### config.mk
export PLATFORM = sky130hd
export DESIGN_NAME = fetch_queue
export DESIGN_NICKNAME = d
export VERILOG_FILES = /design/src/rtl/fetch_queue.sv
export SDC_FILE = /design/constraint.sdc
export NUM_CORES = 1
export LEC_CHECK = 0
export CAP_MARGIN = 40
export CORE_MARGIN = 3
export CORE_UTILIZATION = 45
export DETAILED_ROUTE_END_ITERATION = 7
export GPL_TIMING_DRIVEN = 1
export SETUP_SLACK_MARGIN = 0.5
export SLEW_MARGIN = 20
export SYNTH_ARGS = -nofsm -noshare
export SYNTH_HDL_FRONTEND = slang
export SYNTH_SLANG_ARGS = --single-unit
### constraint.sdc
create_clock -name clk -period 8.9 [get_ports clk]
set_input_delay 2.67 -clock clk [delete_from_list [all_inputs] [get_ports clk]]
set_output_delay 2.67 -clock clk [all_outputs]
set_load 0.01 [all_outputs]
### src/rtl/fetch_queue.sv
// fetch_queue: dual-in / dual-out first-word-fall-through instruction buffer between fetch and decode
package fetch_queue_pkg;
    typedef struct packed {
        logic [31:0] instr_;
        logic [31:0] pcplus4;
        logic [3:0]  pred;
        logic [3:0]  exception_instr;
    } fetch_data_t;
endpackage

module fetch_queue
    import fetch_queue_pkg::*;
#(
    parameter int DEPTH = 8
) (
    input  logic        clk,
    input  logic        resetn,
    input  logic        flush,
    input  logic [1:0]  push_cnt,
    input  fetch_data_t push_data0,
    input  fetch_data_t push_data1,
    output logic        in_ready,
    input  logic [1:0]  pop_cnt,
    output logic [1:0]  out_valid,
    output fetch_data_t out_data0,
    output fetch_data_t out_data1
);
    localparam int AW = $clog2(DEPTH);

    fetch_data_t   mem_q [DEPTH];
    logic [AW-1:0] head_q, head_d, tail_q, tail_d, head_nx, tail_nx;
    logic [AW:0]   count_q, count_d;
    logic [1:0]    push_n, pop_n, push_acc, pop_eff;

    // accepted push / clamped pop and next pointer state; flush wins over traffic
    always_comb begin
        push_n   = (push_cnt == 2'd3) ? 2'd2 : push_cnt;
        pop_n    = (pop_cnt == 2'd3) ? 2'd2 : pop_cnt;
        in_ready = count_q <= (AW+1)'(DEPTH - 2);
        push_acc = in_ready ? push_n : 2'd0;
        pop_eff  = (count_q < (AW+1)'(pop_n)) ? count_q[1:0] : pop_n;
        head_nx  = head_q + AW'(1);
        tail_nx  = tail_q + AW'(1);
        head_d   = flush ? '0 : head_q + AW'(pop_eff);
        tail_d   = flush ? '0 : tail_q + AW'(push_acc);
        count_d  = flush ? '0 : count_q - (AW+1)'(pop_eff) + (AW+1)'(push_acc);
    end

    // pointer and occupancy registers
    always_ff @(posedge clk) begin
        if (!resetn) begin
            head_q  <= '0;
            tail_q  <= '0;
            count_q <= '0;
        end else begin
            head_q  <= head_d;
            tail_q  <= tail_d;
            count_q <= count_d;
        end
    end

    // storage is never reset; only accepted entries are written
    always_ff @(posedge clk) begin
        if (resetn && !flush && push_acc != 2'd0) mem_q[tail_q] <= push_data0;
        if (resetn && !flush && push_acc == 2'd2) mem_q[tail_nx] <= push_data1;
    end

    // fall-through outputs straight from registered state
    always_comb begin
        out_valid = {count_q >= (AW+1)'(2), count_q != '0};
        out_data0 = mem_q[head_q];
        out_data1 = mem_q[head_nx];
    end
endmodule

==> results by group, run 1 <==
Outcome
  • Status: finished, final reports clean

GRT
  • GRT Resource Usage Total: 24.7%
  • Vias in the first global route: 21200
  • Met1 GRT Util: 32.1%
  • Met3 Use GR: 4.38%
  • Met2 usage: a little over two fifths
  • First-pass GRT wire length: 143000 microns
  • Most Crowded Layer GR: met2
  • Gr ovfl total: 0
  • Initial antenna violation count: 20
  • Largest net degree at the start of global routing: 130

Floorplanning
  • Die area: between 70000 and 80000 sq um
  • Site row count: 99
  • Core area: approximately 74000 sq um
  • Ports: 298
  • Die width: 280 microns
  • Initial cell density of the core: a little under half
  • Die Y: 280 microns

Synth
  • Post-synth top area share: between 50% and 60%
  • Post-synthesis register bit count: 586
  • Commonest cells post-synth: 695 x mux2_2, 576 x edfxtp_1, 288 x mux4_2, 66 x buf_2, 31 x clkbuf_1
  • Synth warn: 0
  • Synth area leaders: edfxtp_1 51%, mux2_2 23%, mux4_2 19%, buf_2 0.98%, mux2_1 0.84%
  • Syn_nets: around 2000
  • Main flop type after synthesis: edfxtp_1
  • Mean Syn Cell Area: 18.3 sq um
  • Most area-hungry cell type in the Yosys netlist: edfxtp_1
  • Register area share after synthesis: 51.9%
  • Most common cell in the netlist: mux2_2
  • Post-Syn Instances: 1844
  • EDFF count, synth: 576
  • Mapped Area: 33700 sq um
  • Post-synthesis async set-or-reset flop share: 0%
  • Synth unique cells: 42

Placement
  • Routability cong.: approximately 0.77
  • IO Port Bufs: 297
  • Placed Area: between 30000 and 40000 sq um
  • Pre-CTS WS: 2.77 ns
  • DP HPWL: 54900 microns

Timing
  • Fin crit share: between 70% and 80%
  • Final WS setup: about 2.2 ns
  • Final setup TNS: 0 ns
  • Slew HR: 30.0%
  • Count of pins over their slew limit: 0
  • Fin. Hold Viols: 0
  • Fmax: 0.150 GHz
  • Layout Skew: 0.0245 ns
  • RSZ-0062 raised after global routing: no
  • Min Clock Period, post-route: approximately 6.7 ns
  • Worst Tran Pin Value: roughly 1.0 ns
  • Setup violators final: 0

Routing
  • Wire per inst: 30.5 microns
  • Detailed-route wire length: 95600 microns
  • ANT nets after route: 0
  • DRT Pass-1 Iters: 5
  • DR vias: 19400
  • Via density: ~6.2
  • Initial DRC count: 1609
  • DRC Markers: 0

Finish
  • Layout cell share with drive strength beyond 1: 52.8%
  • Area grow syn2layout: 18.5%
  • Fill cell count: 5870
  • Fin util: 54.3%
  • Cell area after layout: around 40000 sq um
  • Final nets: 2277

Pwr
  • Clock power share: a little under a third
  • Combinational group share of total power: 32.7%
  • Sequential power share: 36.4%
  • Worst VDD drop: 0.198 mV
  • Sw Pwr: between 2 and 2.5 mW
  • Sw Share: 28.0%
  • Leak: 12.4 nW
  • Internal power: 6.32 mW
  • Power Dens Cells: 220 nW/um^2

Worst setup path
  • Crit Path Class: flip-flop to output pin
  • Critical path endpoint category: output pin
  • CP Data Required Time: 6.23 ns
  • Worst-path fanout max: 38
  • Arrival time worst endpoint: 3.99 ns
  • CP startpoint kind: flip-flop

Clock tree
  • Number of setup buffers added after CTS: 0
  • Cts hold-fix bufs: 0
  • Clock buffer depth: 3
  • Clock Sinks: about 590
  • Post-CTS Resized: 0
  • Clock-pin slew on the worst setup and hold paths: roughly 0.060 ns
  • Skew-Pair Late Insertion Delay: 0.61 ns
  • CTS root buf: clkbuf_16
  • CTS H-tree depth: 3
  • CTS Buf Count: 70
  • CTS tree: done

Run
  • Number of max-cap violations: 0

Hold path
  • Class of the worst hold path: flip-flop to flip-flop
-- through the flow --
stage	power (mW)	hold WS, ns	instances
after floorplan	5.00	0.575	1844
after detailed placement	6.16	0.657	2996
after global placement	6.12	0.654	2988
final	8.78	0.675	3132
after global routing	9.17	0.753	3126
after CTS	8.90	0.676	3115
-- flip-flops by register name (all words and copies together), names as in the netlist --
register and count:
tail_q 3, mem_q 576, count_q 4, head_q 3
-- critical path, cell delays in order (launching register included) --
cell and delay [ns]:
dfxtp_4 0.75, ha_4 0.68, buf_4 0.67, mux4_2 0.41, mux2_2 0.31, clkdlybuf4s50_1 0.49
-- cell usage in the layout, fill, tap and decap left out, types with 15 or more instances in the layout --
| master | count |
|---|---|
| buf_12 | 16 |
| buf_4 | 20 |
| clkbuf_1 | 20 |
| clkbuf_16 | 72 |
| clkdlybuf4s50_1 | 297 |
| diode_2 | 15 |
| edfxtp_1 | 576 |
| mux2_1 | 25 |
| mux2_2 | 695 |
| mux4_2 | 288 |
| nor2_1 | 16 |
-- routing by layer --
layer | part of all wire, % | up-vias
met1 | 41 | 10300
li1 | - | 8296
met4 | 2.6 | 12
met5 | 0.079 | -
met3 | 5.4 | 149
met2 | 51 | 598
-- final timing paths --
check                                           start                endpoint  slack [ns]  cells after the start
worst max-delay path             head_q[0]$_SDFF_PP0_           out_data1[70]        2.24                      5
worst min-delay path            count_q[0]$_SDFF_PP0_   count_q[0]$_SDFF_PP0_        0.67                      2
worst max register to register   tail_q[0]$_SDFF_PP0_  mem_q[0][37]$_DFFE_PP_        5.30                      7
worst min register to register  count_q[0]$_SDFF_PP0_   count_q[0]$_SDFF_PP0_        0.67                      2
-- cells by family (layout without fill, tap and decap cells) --
| group | after synthesis | after routing | synth area share [%] |
|---|---|---|---|
| mux | 1009 | 1009 | 43.3 |
| flops | 586 | 586 | 51.9 |
| buf+inv | 156 | 470 | 2.65 |
| simple gates | 56 | 56 | 0.917 |
| fa+ha+maj | 15 | 15 | 0.646 |
| compound gates | 15 | 15 | 0.297 |
| xor+xnor | 7 | 7 | 0.260 |
| other cells | 0 | 15 | 0 |
-- power by group through the flow --
| stage | clock network, mW | registers, mW | logic, mW |
|---|---|---|---|
| finish | 2.71 | 3.20 | 2.87 |
| global route | 2.90 | 3.21 | 3.06 |
| CTS | 2.78 | 3.20 | 2.92 |
| detailed placement | 0 | 3.26 | 2.90 |
| global placement | 0 | 3.28 | 2.85 |
| floorplan | 0 | 3.22 | 1.78 |
-- final cells by class --
| cell class | instances | area, sq um | share of cell area [%] |
|---|---|---|---|
| flip-flops and latches | 586 | 17500 | 43.8 |
| multi-input cells | 1102 | 15500 | 38.7 |
| repair buffers | 338 | 3580 | 8.96 |
| clock buffers | 93 | 1890 | 4.73 |
| well taps | 959 | 1200 | 3.00 |
| clock inverters | 26 | 228 | 0.570 |
| inverters | 13 | 48.8 | 0.122 |
| diodes | 15 | 37.5 | 0.0939 |
Note: power is estimated with default switching activity, not from simulation.
==> run 2, diff against run 1 <==
clock period = 6.8 ns   (was 8.9 ns; I/O delays follow)
==> run 2 against run 1 <==
  * Sequential power rose by 31%
  * Worst hold slack improved by 0.021 ns
  * Global-route usage barely moved
  * Combinational power rose by 33%
  * Die area did not move
  * Via count rose by 1.7%
  * Critical path depth did not move
  * Final cell count rose by 0.16%
  * Clock skew fell by 0.011 ns
==> results by group, run 2 (synthesized netlist as in run 1, its figures left out) <==
Outcome
  • Status: finished, final reports clean

Floorplanning
  • Ports: 298
  • Site row count: 99
  • Die area: 78200 sq um
  • Die Y: 280 microns
  • Die width: 280 microns
  • Initial cell density of the core: 45.8%
  • Core area: 73600 sq um

Timing
  • Slew HR: 33.7%
  • Count of pins over their slew limit: 0
  • Setup violators final: 0
  • Min Clock Period, post-route: between 5 and 6 ns
  • Worst Tran Pin Value: 0.995 ns
  • RSZ-0062 raised after global routing: no
  • Final setup TNS: 0 ns
  • Layout Skew: 0.0136 ns
  • Fin crit share: ~82%
  • Fmax: about 0.18 GHz
  • Final WS setup: 1.24 ns
  • Fin. Hold Viols: 0

GRT
  • Largest net degree at the start of global routing: ~140
  • GRT Resource Usage Total: ~25%
  • First-pass GRT wire length: 142000 microns
  • Gr ovfl total: 0
  • Initial antenna violation count: 14
  • Vias in the first global route: 21000

Worst setup path
  • Arrival time worst endpoint: roughly 3.5 ns
  • Worst-path fanout max: 138
  • Crit Path Class: flip-flop to output pin
  • Critical path endpoint category: output pin
  • CP Data Required Time: 4.76 ns
  • CP startpoint kind: flip-flop

Routing
  • DRT Pass-1 Iters: 5
  • DR vias: ~20000
  • ANT nets after route: 0
  • Initial DRC count: 1643
  • DRC Markers: 0
  • Wire per inst: a little over 30 microns
  • Via density: 6.28
  • Detailed-route wire length: 96700 microns

Finish
  • Area of the multi-input gates: ~15000 sq um
  • Final nets: roughly 2300
  • Layout cell share with drive strength beyond 1: 52.7%
  • Commonest cells after routing, fill and taps aside: 695 x mux2_2, 576 x edfxtp_1, 297 x clkdlybuf4s50_1
  • Fill cell count: 5918
  • Seq. cell area: ~18000 sq um
  • Area grow syn2layout: 18.5%
  • Register bank with the most flops: mem_q
  • Max FFs per register: 576
  • Fin util: 54.3%
  • Top flop regs: mem_q: 576 flops, count_q: 4 flops
  • Commonest non-fill, non-tap cell in the layout: mux2_2

Pwr
  • Worst VDD drop: roughly 0.2 mV
  • Power Dens Cells: 286 nW/um^2
  • Leak: 12.4 nW

Clock tree
  • Clock-pin slew on the worst setup and hold paths: 0.06 ns
  • Number of setup buffers added after CTS: 0
  • Skew-Pair Late Insertion Delay: 0.60 ns
  • CTS H-tree depth: 3
  • Post-CTS Resized: 0
  • Clock buffer depth: 3
  • CTS Buf Count: 69
  • Clock Sinks: 586
  • CTS tree: done
  • CTS root buf: clkbuf_16
  • Cts hold-fix bufs: 0

Run
  • Number of max-cap violations: 0

Placement
  • DP HPWL: around 55000 microns
  • Routability cong.: 0.747
  • Pre-CTS WS: about 1.5 ns
  • IO Port Bufs: 297

Hold path
  • Class of the worst hold path: flip-flop to flip-flop
-- run 2: cell types whose count changed in the layout (fill, tap and decap cells not counted), moves of 2 or more --
| cell | before | now |
|---|---|---|
| buf_4 | 20 | 31 |
| clkbuf_1 | 20 | 27 |
| diode_2 | 15 | 8 |
| clkinv_2 | 8 | 4 |
| clkinv_1 | 8 | 11 |
| buf_12 | 16 | 18 |
| bufinv_16 | 3 | 1 |
| clkinv_4 | 2 | 0 |
| inv_6 | 3 | 5 |
-- run 2: stage by stage --
stage | area [sq um] | std cells | hold WS [ns] | power (mW)
3_3_place_gp | 37800 | 3004 | 0.669 | 8.06
5_1_grt | 39900 | 3132 | 0.769 | 11.9
6_report | 39900 | 3137 | 0.696 | 11.4
2_1_floorplan | 33700 | 1844 | 0.575 | 6.54
3_5_place_dp | 37900 | 3009 | 0.692 | 8.11
4_1_cts | 39900 | 3128 | 0.709 | 11.6
-- run 2: worst paths after layout --
check                   startpoint                      to  slack [ns]  depth (start not counted)
max           head_q[0]$_SDFF_PP0_           out_data1[64]        1.24                          5
min          count_q[3]$_SDFF_PP0_   count_q[3]$_SDFF_PP0_        0.70                          4
max reg2reg  count_q[3]$_SDFF_PP0_  mem_q[3][24]$_DFFE_PP_        3.44                          8
min reg2reg  count_q[3]$_SDFF_PP0_   count_q[3]$_SDFF_PP0_        0.70                          4
-- run 2: layout make-up --
cell class | instances | area share, %
flip-flops and latches | 586 | 43.8
multi-input cells | 1102 | 38.7
repair buffers | 350 | 9.21
clock buffers | 98 | 4.70
well taps | 959 | 3.01
clock inverters | 21 | 0.338
inverters | 13 | 0.122
diodes | 8 | 0.0501
-- run 2: metal layers --
layer  global-route usage (%)  vias up  part of all wire [%]
met5                        0        -                 0.095
met4                     6.42       12                   2.1
met3                     4.24      138                   6.0
met2                     42.5      622                    51
met1                     32.7    10600                    41
li1                         -     8314                     -
-- run 2: power by group --
group,total [mW],switching (mW),internal (mW)
sequential,4.18,0.0761,4.10
combinational,3.83,1.69,2.13
clock,3.42,1.47,1.96
-- run 2: worst max-delay path, cell delays in order (launching register included) --
cell and delay (ns):
dfxtp_4 0.43, buf_12 0.64, buf_4 0.46, mux4_2 0.55, mux2_2 0.30, clkdlybuf4s50_1 0.49
==> run 3, diff against run 2 <==
clock period = 5.3 ns   (was 6.8 ns; I/O delays follow)
==> run 3 against run 2 <==
  * First-iteration DRC count rose by 4.5%
  * Global-route usage barely moved
  * Non-clock buffer count is the same
  * Critical path type unchanged
==> results by group, run 3 (synthesized netlist as in run 1, its figures left out) <==
Pwr
  • Leak: 12.5 nW
  • Worst VDD drop: 0.250 mV
  • Power Dens Cells: 367 nW/um^2
  • Pwr Total: 14.7 mW

Timing
  • Fin. Hold Viols: 0
  • Layout Skew: 0.0139 ns
  • RSZ-0062 raised after global routing: yes
  • Fin crit share: 88.5%
  • Min Clock Period, post-route: between 4 and 5 ns
  • Fmax: 0.213 GHz
  • Worst Tran Pin Value: 0.849 ns
  • Setup violators final: 0
  • Count of pins over their slew limit: 0
  • Slew HR: between 40% and 50%

Clock tree
  • CTS Buf Count: 70
  • CTS root buf: clkbuf_16
  • Cts hold-fix bufs: 0
  • Skew-Pair Late Insertion Delay: 0.60 ns
  • CTS tree: done
  • Clock-pin slew on the worst setup and hold paths: ~0.050 ns
  • CTS H-tree depth: 3
  • Clock buffer depth: 3
  • Clock Sinks: 586

Finish
  • Post-Layout Cell Count: 3144
  • Fin util: 54.5%
  • Area grow syn2layout: 18.9%
  • Top flop regs: mem_q: 576 flops, count_q: 4 flops
  • Max FFs per register: between 500 and 600
  • Register bank with the most flops: mem_q
  • Fill cell count: between 5000 and 6000
  • Cell area after layout: 40100 sq um
  • Commonest non-fill, non-tap cell in the layout: mux2_2
  • Final nets: 2289
  • Commonest cells after routing, fill and taps aside: 695 x mux2_2, 576 x edfxtp_1, 297 x clkdlybuf4s50_1
  • Layout cell share with drive strength beyond 1: 52.4%

Routing
  • Via density: 6.19
  • Wire per inst: 30.7 microns
  • Detailed-route wire length: 96600 microns
  • DR vias: 19500
  • ANT nets after route: 0
  • Initial DRC count: approximately 1700
  • DRC Markers: 0
  • DRT Pass-1 Iters: 5

Worst setup path
  • Worst Setup SP: head_q[0]$_SDFF_PP0_
  • Reg-to-Reg Start: tail_q[0]$_SDFF_PP0_
  • Critical path endpoint category: output pin
  • Crit Path Class: flip-flop to output pin
  • Arrival time worst endpoint: 3.10 ns
  • CP startpoint kind: flip-flop
  • Worst-path fanout max: 120
  • CP Data Required Time: 3.71 ns

GRT
  • Initial antenna violation count: 14
  • First-pass GRT wire length: 141000 microns
  • Largest net degree at the start of global routing: about 120
  • Gr ovfl total: 0
  • GRT Resource Usage Total: 24.7%
  • Vias in the first global route: 21000

Placement
  • IO Port Bufs: between 200 and 300
  • Placed Area: 37900 sq um
  • Inst Count DP: 3008
  • Routability cong.: 0.753
  • DP HPWL: about 53000 microns

Hold path
  • Class of the worst hold path: flip-flop to flip-flop
  • Hold Startpoint: count_q[0]$_SDFF_PP0_

Floorplanning
  • Core area: 73600 sq um
  • Initial cell density of the core: 45.8%
  • Die area: 78200 sq um
  • Ports: approximately 300
  • Die Y: 280 microns
  • Site row count: ~100
  • Die width: ~280 microns

Outcome
  • Status: finished, final reports clean

Run
  • Number of max-cap violations: 0
run 3: cell types whose count changed in the layout (fill, tap and decap cells not counted), sizes merged:
cell and delta:
clkinv +8, clkbuf +2, buf -1, bufbuf +1, bufinv -1, diode -1, inv -1
run 3: final timing paths:
| path | cells past startpoint | slack (ns) | end |
|---|---|---|---|
| setup / recovery | 4 | 0.61 | out_data1[60] |
| hold / removal | 2 | 0.67 | count_q[0]$_SDFF_PP0_ |
| setup reg to reg | 6 | 2.30 | mem_q[5][45]$_DFFE_PP_ |
| hold reg to reg | 2 | 0.67 | count_q[0]$_SDFF_PP0_ |
run 3: power breakdown:
part	switching, mW	internal (mW)
Sequential	0.0765	5.26
Combinational	2.20	2.76
Clock	1.88	2.53
run 3: cell type report:
class,count,area (sq um),share of cell area [%]
well taps,959,1200,2.99
clock buffers,100,1930,4.81
inverters,13,48.8,0.122
flip-flops and latches,586,17500,43.7
multi-input cells,1102,15500,38.6
repair buffers,350,3800,9.49
clock inverters,27,125,0.312
diodes,7,17.5,0.0437
run 3: worst max-delay path: stages, from the launching register on:
cell and delay [ns]:
dfxtp_4 0.38, buf_16 0.51, mux4_2 0.62, mux2_2 0.32, clkdlybuf4s50_1 0.50
run 3: what timing repair did:
item	4_1_cts	5_1_grt
cloned	1	0
resized for setup	2	2
pin swaps	1	0
setup buffers	1	0
setup endpoints to repair	32	17
run 3: through the flow:
step,hold slack (ns),TNS [ns],setup slack (ns)
floorplan,0.575,-85.18,-0.296
global placement,0.653,0,0.892
detailed placement,0.661,0,0.892
CTS,0.676,0,0.525
global route,0.748,0,0.498
finish,0.668,0,0.611
run 3: layer usage:
layer	track usage, %	up-vias	part of all wire, %
li1	-	8339	-
met5	0	-	0.092
met1	32.7	10400	41
met2	42.2	573	51
met3	5.22	117	6.2
met4	5.40	14	1.7
